$ cat config.mk
export PLATFORM = sky130hd
export DESIGN_NAME = jtag_seq
export DESIGN_NICKNAME = d
export VERILOG_FILES = /design/src/rtl/jtag_seq.sv
export SDC_FILE = /design/constraint.sdc
export NUM_CORES = 1
export LEC_CHECK = 0
export BUFFER_PORTS_ARGS = -buffer_cell sky130_fd_sc_hd__buf_2
export CAP_MARGIN = 40
export CORE_ASPECT_RATIO = 0.8
export CORE_MARGIN = 4
export CORE_UTILIZATION = 45
export CTS_CLUSTER_DIAMETER = 100
export DETAILED_ROUTE_END_ITERATION = 6
export GPL_ROUTABILITY_DRIVEN = 0
export GPL_TIMING_DRIVEN = 1
export PLACE_DENSITY = 0.8
export SLEW_MARGIN = 20
export SYNTH_ARGS = -nofsm -noshare
export SYNTH_HDL_FRONTEND = slang
export SYNTH_SLANG_ARGS = --single-unit
$ cat constraint.sdc
create_clock -name clk -period 3.1 [get_ports clk]
set_input_delay 0.775 -clock clk [delete_from_list [all_inputs] [get_ports clk]]
set_output_delay 0.775 -clock clk [all_outputs]
set_load 0.01 [all_outputs]
$ cat src/rtl/jtag_seq.sv
`default_nettype none
// +-----------------------------------------------------------------------------+
// | jtag_seq : round-robin command sequencer issuing IR then DR scans to `jtag` |
// | Option macro: JTAG_SEQ_TDO_CAPTURE_EN (DR read-back into rdo)   Rev 1.0     |
// +-----------------------------------------------------------------------------+
module jtag_seq #(
    parameter int PRE_OVH  = 4,
    parameter int POST_OVH = 2,
    parameter int IR_MAX   = 10,
    parameter int DR_MAX   = 8
) (
    input  logic                clk,
    input  logic                rst,
    input  logic                req0,
    input  logic [IR_MAX-1:0]   ir0,
    input  logic [DR_MAX-1:0]   dr0,
    input  logic [3:0]          irlen0,
    input  logic [3:0]          drlen0,
    output logic                ack0,
    input  logic                req1,
    input  logic [IR_MAX-1:0]   ir1,
    input  logic [DR_MAX-1:0]   dr1,
    input  logic [3:0]          irlen1,
    input  logic [3:0]          drlen1,
    output logic                ack1,
    output logic                work,
    output logic                op,
    output logic [15:0]         len,
    output logic [IR_MAX-1:0]   rdata_instraction,
    output logic [DR_MAX-1:0]   rdata_data,
    input  logic                tdo,
    output logic                busy,
    output logic                grant_id,
    output logic [DR_MAX-1:0]   rdo
);

    localparam int LMAX = (IR_MAX > DR_MAX) ? IR_MAX : DR_MAX;
    localparam int WMAX = PRE_OVH + LMAX + POST_OVH;
    localparam int CW   = $clog2(WMAX + 1);

    localparam logic [2:0] IDLE    = 3'd0;
    localparam logic [2:0] IR_GO   = 3'd1;
    localparam logic [2:0] IR_WAIT = 3'd2;
    localparam logic [2:0] DR_GO   = 3'd3;
    localparam logic [2:0] DR_WAIT = 3'd4;
    localparam logic [2:0] DONE    = 3'd5;

    localparam logic [3:0] IR_MAX_L = 4'(IR_MAX);
    localparam logic [3:0] DR_MAX_L = 4'(DR_MAX);

    logic [2:0]         state_q, state_d;
    logic [CW-1:0]      cnt_q, cnt_d;
    logic               last_q, last_d;
    logic               gid_q, gid_d;
    logic [IR_MAX-1:0]  irv_q, irv_d;
    logic [DR_MAX-1:0]  drv_q, drv_d;
    logic [3:0]         irl_q, irl_d;
    logic [3:0]         drl_q, drl_d;
    logic               work_q, work_d;
    logic               op_q, op_d;
    logic [15:0]        len_q, len_d;
    logic [IR_MAX-1:0]  rir_q, rir_d;
    logic [DR_MAX-1:0]  rdr_q, rdr_d;
    logic               ack0_q, ack0_d;
    logic               ack1_q, ack1_d;
    logic               busy_q, busy_d;

    // Requester selection: on contention the one not served last time wins
    logic               w_any;
    logic               w_pick1;
    logic [IR_MAX-1:0]  w_ir;
    logic [DR_MAX-1:0]  w_dr;
    logic [3:0]         w_irl_raw;
    logic [3:0]         w_drl_raw;
    logic [3:0]         w_irl;
    logic [3:0]         w_drl;
    logic [CW-1:0]      w_ir_last;
    logic [CW-1:0]      w_dr_last;

    assign w_any     = req0 | req1;
    assign w_pick1   = (req0 && req1) ? ~last_q : req1;
    assign w_ir      = w_pick1 ? ir1    : ir0;
    assign w_dr      = w_pick1 ? dr1    : dr0;
    assign w_irl_raw = w_pick1 ? irlen1 : irlen0;
    assign w_drl_raw = w_pick1 ? drlen1 : drlen0;
    assign w_irl     = (w_irl_raw > IR_MAX_L) ? IR_MAX_L : w_irl_raw;
    assign w_drl     = (w_drl_raw > DR_MAX_L) ? DR_MAX_L : w_drl_raw;

    // Final counter value of each wait phase (phase lasts PRE+len+POST cycles)
    assign w_ir_last = CW'(PRE_OVH + POST_OVH - 1) + CW'(irl_q);
    assign w_dr_last = CW'(PRE_OVH + POST_OVH - 1) + CW'(drl_q);

`ifdef JTAG_SEQ_TDO_CAPTURE_EN
    logic [DR_MAX-1:0]  rdo_q, rdo_d;
`else
    logic               w_unused_tdo;
    assign w_unused_tdo = tdo;
`endif

    always_comb begin
        state_d = state_q;
        cnt_d   = cnt_q;
        last_d  = last_q;
        gid_d   = gid_q;
        irv_d   = irv_q;
        drv_d   = drv_q;
        irl_d   = irl_q;
        drl_d   = drl_q;
        work_d  = 1'b0;
        op_d    = op_q;
        len_d   = len_q;
        rir_d   = rir_q;
        rdr_d   = rdr_q;
        ack0_d  = 1'b0;
        ack1_d  = 1'b0;
        busy_d  = 1'b1;
`ifdef JTAG_SEQ_TDO_CAPTURE_EN
        rdo_d   = rdo_q;
`endif

        case (state_q)
            IDLE: begin
                if (w_any) begin
                    last_d = w_pick1;
                    gid_d  = w_pick1;
                    irv_d  = w_ir;
                    drv_d  = w_dr;
                    irl_d  = w_irl;
                    drl_d  = w_drl;
                    if (w_irl != 4'd0)      state_d = IR_GO;
                    else if (w_drl != 4'd0) state_d = DR_GO;
                    else                    state_d = DONE;
                end
            end
            IR_GO: begin
                cnt_d   = '0;
                state_d = IR_WAIT;
            end
            IR_WAIT: begin
                if (cnt_q == w_ir_last) state_d = (drl_q != 4'd0) ? DR_GO : DONE;
                else                    cnt_d   = cnt_q + 1'b1;
            end
            DR_GO: begin
                cnt_d   = '0;
                state_d = DR_WAIT;
            end
            DR_WAIT: begin
`ifdef JTAG_SEQ_TDO_CAPTURE_EN
                for (int i = 0; i < DR_MAX; i++) begin
                    if ((i < int'(drl_q)) && (cnt_q == CW'(PRE_OVH + i))) rdo_d[i] = tdo;
                end
`endif
                if (cnt_q == w_dr_last) state_d = DONE;
                else                    cnt_d   = cnt_q + 1'b1;
            end
            DONE:    state_d = IDLE;
            default: state_d = IDLE;
        endcase

        // Outputs are registered so they line up with the state being entered
        case (state_d)
            IDLE:  busy_d = 1'b0;
            IR_GO: begin
                work_d = 1'b1;
                op_d   = 1'b0;
                len_d  = 16'(irl_d);
                rir_d  = irv_d;
            end
            DR_GO: begin
                work_d = 1'b1;
                op_d   = 1'b1;
                len_d  = 16'(drl_d);
                rdr_d  = drv_d;
`ifdef JTAG_SEQ_TDO_CAPTURE_EN
                rdo_d  = '0;
`endif
            end
            DONE: begin
                ack0_d = ~gid_d;
                ack1_d = gid_d;
            end
            default: ;
        endcase
    end

    always_ff @(posedge clk) begin
        if (!rst) begin
            state_q <= IDLE;
            cnt_q   <= '0;
            last_q  <= 1'b1;
            gid_q   <= 1'b0;
            irv_q   <= '0;
            drv_q   <= '0;
            irl_q   <= '0;
            drl_q   <= '0;
            work_q  <= 1'b0;
            op_q    <= 1'b0;
            len_q   <= '0;
            rir_q   <= '0;
            rdr_q   <= '0;
            ack0_q  <= 1'b0;
            ack1_q  <= 1'b0;
            busy_q  <= 1'b0;
`ifdef JTAG_SEQ_TDO_CAPTURE_EN
            rdo_q   <= '0;
`endif
        end else begin
            state_q <= state_d;
            cnt_q   <= cnt_d;
            last_q  <= last_d;
            gid_q   <= gid_d;
            irv_q   <= irv_d;
            drv_q   <= drv_d;
            irl_q   <= irl_d;
            drl_q   <= drl_d;
            work_q  <= work_d;
            op_q    <= op_d;
            len_q   <= len_d;
            rir_q   <= rir_d;
            rdr_q   <= rdr_d;
            ack0_q  <= ack0_d;
            ack1_q  <= ack1_d;
            busy_q  <= busy_d;
`ifdef JTAG_SEQ_TDO_CAPTURE_EN
            rdo_q   <= rdo_d;
`endif
        end
    end

    assign ack0              = ack0_q;
    assign ack1              = ack1_q;
    assign work              = work_q;
    assign op                = op_q;
    assign len               = len_q;
    assign rdata_instraction = rir_q;
    assign rdata_data        = rdr_q;
    assign busy              = busy_q;
    assign grant_id          = gid_q;
`ifdef JTAG_SEQ_TDO_CAPTURE_EN
    assign rdo               = rdo_q;
`else
    assign rdo               = '0;
`endif

endmodule
`default_nettype wire
==> results of run 1 <==
[worst min path at each step]
stage	endpoint	depth (start not counted)	start
5_1_grt	len[0]	2	len[0]
6_report	op	2	op
4_1_cts	op	2	op
3_5_place_dp	len[0]	2	len[0]
3_3_place_gp	op	2	op
2_1_floorplan	last_q	2	last_q
[cell usage in the layout, fill, tap and decap left out, types with 2 or more instances in the layout]
cell type / count
a211o_1: 2
a211o_2: 2
a211oi_1: 20
a21boi_0: 2
a21oi_1: 11
a221oi_1: 2
a311oi_1: 2
and2_1: 23
and3_1: 2
buf_2: 83
buf_4: 13
clkbuf_8: 9
clkinv_4: 2
clkinvlp_4: 2
conb_1: 20
dfxtp_1: 63
ha_1: 4
inv_1: 10
mux2_2: 22
mux2i_1: 27
nand2_1: 17
nand2b_1: 5
nand3_1: 6
nand3b_1: 2
nor2_1: 30
nor3_1: 5
nor3b_1: 2
nor4_1: 4
nor4b_1: 2
o211ai_1: 4
o21a_1: 2
o21ai_0: 10
o31ai_1: 2
or3_1: 5
xnor2_1: 5
xor2_1: 5
[metrics by stage]
step / instances / area [um^2] / setup TNS, ps
2_1_floorplan: 377 / 3390 / 0
3_3_place_gp: 521 / 3790 / 0
3_5_place_dp: 521 / 3790 / -1.50
4_1_cts: 537 / 3960 / 0
5_1_grt: 537 / 3960 / 0
6_report: 537 / 3960 / 0
[metal layers]
| metal | vias up | routed length, um |
|---|---|---|
| met5 | - | 0 |
| met4 | 0 | 60 |
| met3 | 5 | 579 |
| met2 | 94 | 3780 |
| met1 | 1335 | 3710 |
| li1 | 1414 | - |
[tightest hold or removal path, stage by stage (launching register included)]
cell and delay (ps):
dfxtp_1 310, inv_1 60, a211oi_1 60
[layout make-up]
type	count	area (um^2)
clock buffers	10	128
repair buffers	96	513
flip-flops and latches	63	1260
fillers	611	3060
clock inverters	6	46.3
multi-input cells	265	1870
inverters	10	37.5
well taps	87	109
[cells by family after synthesis]
| group | share of synthesized area |
|---|---|
| simple gates | 0.174 |
| compound gates | 0.157 |
| flops | 0.380 |
| mux | 0.156 |
| buf+inv | 0.0840 |
| xor+xnor | 0.0335 |
| fa+ha+maj | 0.0151 |
| other cells | 0.00113 |
[power groups by stage]
stage               sequential [uW]  clock (uW)  combinational (uW)
global placement               1120           0                 979
floorplan                      1140           0                 680
finish                         1110         624                1020
detailed placement             1120           0                1020
CTS                            1100         637                1020
global route                   1130         683                1130
[registers in the layout (all words and copies together), names as in the netlist, 3 cells and up]
name and cells:
drv_q 8, irl_q 4, drl_q 4, rdata_instraction 10
state_q 3, irv_q 10, len 4, cnt_q 5
rdata_data 8
==> results.sh, run 1 <==
export IMPL_io_pins=105
export IMPL_power_frac_comb=0.372
export IMPL_htreeDepth=3
export IMPL_hold_buffers=0
export IMPL_wire_per_inst_um=15.1
export IMPL_start_kind="flop"
export IMPL_grtUsageTotal=0.187
export IMPL_p_leak_uw=0.00180
export IMPL_worst_slack_ps=171
export IMPL_die_w_um=104
export IMPL_placementRows=27
export IMPL_slowest_delay_ps=550
export IMPL_relSlewSlack=0.518
export IMPL_regToRegStartpoint="irl_q[0]"
export IMPL_gr_total_overflow=0
export IMPL_ff2ff_path_depth=7
export IMPL_cp_buffers_inverters=0
export IMPL_hold_viol=0
export IMPL_die_height_um=84.9
export IMPL_grtUsageMet3=0.0570
export IMPL_synth_top_area_cell="dfxtp_1"
export IMPL_cts_root_buf="clkbuf_8"
export IMPL_synth_ff_type="dfxtp_1"
export IMPL_cp_end_kind="flop"
export IMPL_critical_path_top_delay_family="compound AO/OA/AOI/OAI gates"
export IMPL_start_util=0.473
export IMPL_finClkSkew_ps=11.5
export IMPL_synth_edf_count=0
export IMPL_drc_errors=0
export IMPL_rrSetupSlack_ps=170
export IMPL_syn_area_per_cell_um2=9.28
export IMPL_tightestPinTransition_ps=720
export IMPL_antenna_found_initial=0
export IMPL_pwr_share_clk=0.227
export IMPL_hold_class="flop to flop"
export IMPL_clk_latency_ps=340
export IMPL_grt_pass1_vias=2811
export IMPL_async_reset_ff_frac=0
export IMPL_via_per_inst=5.30
export IMPL_clkSinkCount=63
export IMPL_syn_inst=358
export IMPL_drive_gt1_frac=0.318
export IMPL_p_sw_frac=0.363
export IMPL_drv_cap=0
export IMPL_vias=2848
export IMPL_status="finished, final reports clean"
export IMPL_ir_worst_vdd_mv=0.391
export IMPL_critPathMaxFanout=8
export IMPL_met1_usage=0.247
export IMPL_period_needed_ps=2930
export IMPL_ys_ff_latch=63
export IMPL_total_power_uw=2750
export IMPL_yosysMostFrequentCell="dfxtp_1"
export IMPL_finalSetupViolations=0
export IMPL_crit_path_start="irl_q[0]"
export IMPL_cts_tree="done"
export IMPL_grt_max_degree=31
export IMPL_synth_top_area_frac=0.380
export IMPL_ant_nets=0
export IMPL_utilization=0.564
export IMPL_drv_slew=0
export IMPL_dpl_hpwl_mm=6.19
export IMPL_cts_buffer_depth=2
export IMPL_portBuffers=83
export IMPL_areaGrowthSynthToFinish_pct=19.2
export IMPL_cts_made_buffers=9
export IMPL_cts_resized=0
export IMPL_fin_hold_ws_ps=472
export IMPL_cell_internal_pwr_uw=1750
export IMPL_path_cells="ha_1 -> xnor2_1 -> nand3_1 -> or4_4 -> o41a_1 -> a211oi_4 -> mux2_2"
export IMPL_synth_seq_area_share=0.380
export IMPL_wirelength_mm=8.13
export IMPL_synth_cell_types=54
export IMPL_first_pass_iters=4
export IMPL_rsz0062_at_grt="false"
export IMPL_arrival_ps=3160
export IMPL_p_sw_uw=1000
export IMPL_ys_top_cells_by_area="dfxtp_1, mux2i_1, mux2_2"
export IMPL_cpMaxStageDelayCell="or4_4"
export IMPL_antenna_cells=0
export IMPL_clk_pin_slew_ps=70
export IMPL_synthTopCellsByCount="dfxtp_1, nor2_1, mux2i_1"
export IMPL_busiest_layer="met2"
export IMPL_pwr_share_seq=0.401
export IMPL_reg2reg_to="rdata_data[3]"
export IMPL_required_ps=3330
export IMPL_dieArea_um2=8830
export IMPL_max_freq_mhz=341
export IMPL_post_cts_buffers=0
export IMPL_grt_util_met2=0.300
export IMPL_post_place_ws_ps=-1.50
export IMPL_endpoint="rdata_data[3]"
export IMPL_coreArea_um2=7030
export IMPL_yosysWarnings=0
export IMPL_grt_first_pass_wirelength_mm=13.4
export IMPL_dr_first_iter_drc_count=169
export IMPL_powerDensity_nw_per_um2=695
export IMPL_critPathKind="flop to flop"
export IMPL_nets=506
export IMPL_finalCritPeriodShare=0.945
export IMPL_synth_area_um2=3320
export IMPL_critical_path_depth=7
(Power assumes the default switching activity.)
==> run 2, diff against run 1 <==
Settings changed: CORE_ASPECT_RATIO 0.8 to 0.5, CORE_UTILIZATION 45 to 40, PLACE_DENSITY 0.8 to 0.73.
==> results.sh, run 2 (same netlist as run 1, synthesis figures left out) <==
export IMPL_grt_max_degree=31
export IMPL_critPathKind="flop to flop"
export IMPL_required_ps=3300
export IMPL_grt_first_pass_wirelength_mm=12.0
export IMPL_dieArea_um2=9920
export IMPL_io_pins=105
export IMPL_portBuffers=83
export IMPL_p_leak_uw=0.00186
export IMPL_drc_errors=0
export IMPL_ir_worst_vdd_mv=0.382
export IMPL_gr_total_overflow=0
export IMPL_finClkSkew_ps=4.69
export IMPL_nets=504
export IMPL_clk_latency_ps=310
export IMPL_hold_buffers=0
export IMPL_first_pass_iters=4
export IMPL_post_cts_buffers=0
export IMPL_cp_end_kind="flop"
export IMPL_fin_hold_ws_ps=454
export IMPL_layout_commonest_cell="buf_2"
export IMPL_htreeDepth=3
export IMPL_grtUsageTotal=0.150
export IMPL_start_util=0.414
export IMPL_dr_first_iter_drc_count=98
export IMPL_layout_common_cells="buf_2, dfxtp_1, nor2_1"
export IMPL_antenna_found_initial=1
export IMPL_arrival_ps=3130
export IMPL_finalCritPeriodShare=0.945
export IMPL_dpl_hpwl_mm=5.43
export IMPL_drv_cap=0
export IMPL_vias=2826
export IMPL_grt_pass1_vias=2598
export IMPL_die_w_um=137
export IMPL_status="finished, final reports clean"
export IMPL_critPathMaxFanout=11
export IMPL_ant_nets=0
export IMPL_total_power_uw=3090
export IMPL_start_kind="flop"
export IMPL_tightestPinTransition_ps=667
export IMPL_relSlewSlack=0.551
export IMPL_drive_gt1_frac=0.315
export IMPL_period_needed_ps=2930
export IMPL_placementRows=23
export IMPL_rrSetupSlack_ps=170
export IMPL_hold_viol=0
export IMPL_finalSetupViolations=0
export IMPL_clk_pin_slew_ps=50
export IMPL_cts_made_buffers=9
export IMPL_cts_root_buf="clkbuf_16"
export IMPL_cts_resized=0
export IMPL_areaGrowthSynthToFinish_pct=23.8
export IMPL_wirelength_mm=7.51
export IMPL_ff2ff_path_depth=8
export IMPL_coreArea_um2=8030
export IMPL_drv_slew=0
export IMPL_wire_per_inst_um=13.4
export IMPL_cts_tree="done"
export IMPL_clkSinkCount=63
export IMPL_powerDensity_nw_per_um2=751
export IMPL_die_height_um=72.5
export IMPL_hold_class="flop to flop"
export IMPL_tns_ps=0
export IMPL_hold_depth=2
export IMPL_max_freq_mhz=341
export IMPL_cts_buffer_depth=2
export IMPL_via_per_inst=5.05
export IMPL_antenna_cells=0
export IMPL_rsz0062_at_grt="false"
## run 2: cell count changes in the layout (fill, tap and decap cells not counted), moves of 2 or more
cell and change:
buf_4 -3, clkinv_2 +2, clkbuf_16 +9, clkbuf_8 -9
## run 2: layout make-up
class	instances	area, um^2
Fill cell	773	3920
Tap cell	112	140
Inverter	10	37.5
Clock buffer	10	229
Sequential cell	63	1260
Timing Repair Buffer	94	510
Multi-Input combinational cell	265	1870
Clock inverter	6	61.3
## run 2: per-stage QoR
step           instances  instance area (um^2)  setup slack (ps)  utilization
3_3_place_gp         544                  3820               214        0.476
5_1_grt              560                  4110              38.4        0.512
4_1_cts              560                  4110               167        0.512
3_5_place_dp         544                  3820               175        0.476
6_report             560                  4110               169        0.512
2_1_floorplan        377                  3390               280            -
## run 2: report_power, final
| part | switching (uW) | internal [uW] |
|---|---|---|
| combinational | 541 | 474 |
| clock | 343 | 619 |
| sequential | 114 | 999 |
| total | 997 | 2090 |
## run 2: per-layer routing
layer / up-vias / share of wire / track usage
met5: - / 0.0017 / 0
met2: 82 / 0.47 / 0.260
met1: 1312 / 0.46 / 0.185
li1: 1420 / - / -
met3: 10 / 0.052 / 0.0381
met4: 2 / 0.016 / 0.0487
## run 2: path summary, 6_finish.rpt
check	to	startpoint
worst max-delay path	rdata_instraction[3]	irl_q[0]
worst min-delay path	len[0]	len[0]
worst max register to register	rdata_instraction[3]	irl_q[0]
worst min register to register	len[0]	len[0]
## run 2: worst max-delay path, stage by stage (launching register included)
cell and delay, ps:
dfxtp_1 340, ha_1 320, xnor2_1 140, nand3_1 110, or4_4 550, o41a_1 500, a211oi_2 270, buf_4 240
mux2_2 350
==> run 3, diff against run 2 <==
--- a/config.mk
+++ b/config.mk
@@ -11,5 +11,4 @@
 export CORE_MARGIN = 4
 export CORE_UTILIZATION = 40
-export CTS_CLUSTER_DIAMETER = 100
 export DETAILED_ROUTE_END_ITERATION = 6
 export GPL_ROUTABILITY_DRIVEN = 0
==> constraint.sdc (replaced) <==
create_clock -name clk -period 3.1 [get_ports clk]
set_input_delay 0.31 -clock clk [delete_from_list [all_inputs] [get_ports clk]]
set_output_delay 0.31 -clock clk [all_outputs]
set_load 0.01 [all_outputs]
==> results.sh, run 3 (same netlist as run 1, synthesis figures left out) <==
export IMPL_clk_pin_slew_ps=50
export IMPL_finalSetupViolations=0
export IMPL_grt_max_degree=37
export IMPL_fill_cells=765
export IMPL_antenna_cells=0
export IMPL_powerDensity_nw_per_um2=774
export IMPL_required_ps=3310
export IMPL_io_pins=105
export IMPL_ant_nets=0
export IMPL_tns_ps=0
export IMPL_wire_per_inst_um=13.7
export IMPL_critPathMaxFanout=9
export IMPL_grt_pass1_vias=2647
export IMPL_cts_made_buffers=9
export IMPL_highest_layer="met4"
export IMPL_pwr_share_seq=0.346
export IMPL_wirelength_mm=7.69
export IMPL_finClkSkew_ps=5.37
export IMPL_finalCritPeriodShare=0.944
export IMPL_start_util=0.414
export IMPL_die_w_um=137
export IMPL_cp_end_kind="flop"
export IMPL_cts_buffer_depth=2
export IMPL_coreArea_um2=8030
export IMPL_max_freq_mhz=342
export IMPL_antenna_found_initial=0
export IMPL_via_per_inst=5.03
export IMPL_hold_buffers=0
export IMPL_nets=504
export IMPL_p_sw_uw=1020
export IMPL_grtUsageTotal=0.158
export IMPL_hold_viol=0
export IMPL_htreeDepth=3
export IMPL_status="finished, final reports clean"
export IMPL_start_kind="flop"
export IMPL_placementRows=23
export IMPL_cts_root_buf="clkbuf_16"
export IMPL_cts_resized=0
export IMPL_layout_common_cells="buf_2, dfxtp_1, nor2_1"
export IMPL_met3WireLength_um=471
export IMPL_hold_class="input port to flop"
export IMPL_first_pass_iters=5
export IMPL_areaGrowthSynthToFinish_pct=24.6
export IMPL_die_height_um=72.5
export IMPL_power_frac_comb=0.314
export IMPL_p_sw_frac=0.318
export IMPL_clkSinkCount=63
export IMPL_critPathKind="flop to flop"
export IMPL_drc_errors=0
export IMPL_placed_cell_area_um2=3810
export IMPL_cts_tree="done"
export IMPL_portBuffers=83
export IMPL_drv_cap=0
export IMPL_dieArea_um2=9920
export IMPL_pwr_share_clk=0.340
export IMPL_drv_slew=0
export IMPL_post_place_ws_ps=221
export IMPL_relSlewSlack=0.483
export IMPL_worst_slack_ps=173
export IMPL_grt_first_pass_wirelength_mm=12.4
export IMPL_wl_met2_mm=3.71
export IMPL_dpl_hpwl_mm=5.43
export IMPL_drive_gt1_frac=0.317
export IMPL_period_needed_ps=2930
export IMPL_p_leak_uw=0.00187
export IMPL_cell_internal_pwr_uw=2180
export IMPL_vias=2814
export IMPL_final_area_um2=4140
export IMPL_gr_total_overflow=0
export IMPL_dr_first_iter_drc_count=89
export IMPL_layout_commonest_cell="buf_2"
export IMPL_ir_worst_vdd_mv=0.332
export IMPL_tightestPinTransition_ps=774
export IMPL_arrival_ps=3140
export IMPL_clk_latency_ps=320
export IMPL_post_cts_buffers=0
export IMPL_rsz0062_at_grt="false"
export IMPL_wl_met1_mm=3.41
-- run 3: layer usage --
metal	vias to the layer above	global-route usage
li1	1411	-
met2	82	0.272
met5	-	0
met1	1313	0.193
met4	0	0.0498
met3	8	0.0471
-- run 3: power by group through the flow --
| stage | registers [uW] | clock network, uW | logic (uW) |
|---|---|---|---|
| floorplan | 1140 | 0 | 680 |
| global placement | 1120 | 0 | 975 |
| detailed placement | 1120 | 0 | 997 |
| CTS | 1110 | 1110 | 1010 |
| global route | 1130 | 1150 | 1120 |
| finish | 1110 | 1090 | 1010 |
-- run 3: worst paths after layout --
path	from	to	slack, ps	cells after the start
max	irl_q[0]	rdata_instraction[3]	170	8
min	irlen1[0]	irl_q[0]	310	3
max reg2reg	irl_q[0]	rdata_instraction[3]	170	8
min reg2reg	len[0]	len[0]	480	2
-- run 3: final cells by class --
type / count / area [um^2] / share of cell area
well taps: 112 / 140 / 0.0338
clock inverters: 6 / 92.6 / 0.0224
inverters: 10 / 37.5 / 0.00906
multi-input cells: 265 / 1870 / 0.452
repair buffers: 94 / 498 / 0.120
clock buffers: 10 / 239 / 0.0577
flip-flops and latches: 63 / 1260 / 0.305
-- run 3: critical path, cell delays in order (launching register included) --
cell      delay (ps)
dfxtp_1          340
ha_1             320
xnor2_1          150
nand3_1          110
or4_4            540
o41a_1           500
a211oi_2         300
buf_4            210
mux2_2           340
-- run 3: through the flow --
stage	hold WS (ps)	utilization	cells	total power, uW
CTS	297	0.516	560	3230
global placement	455	0.475	544	2100
floorplan	460	-	377	1820
global route	312	0.516	560	3400
detailed placement	466	0.475	544	2120
finish	311	0.516	560	3210
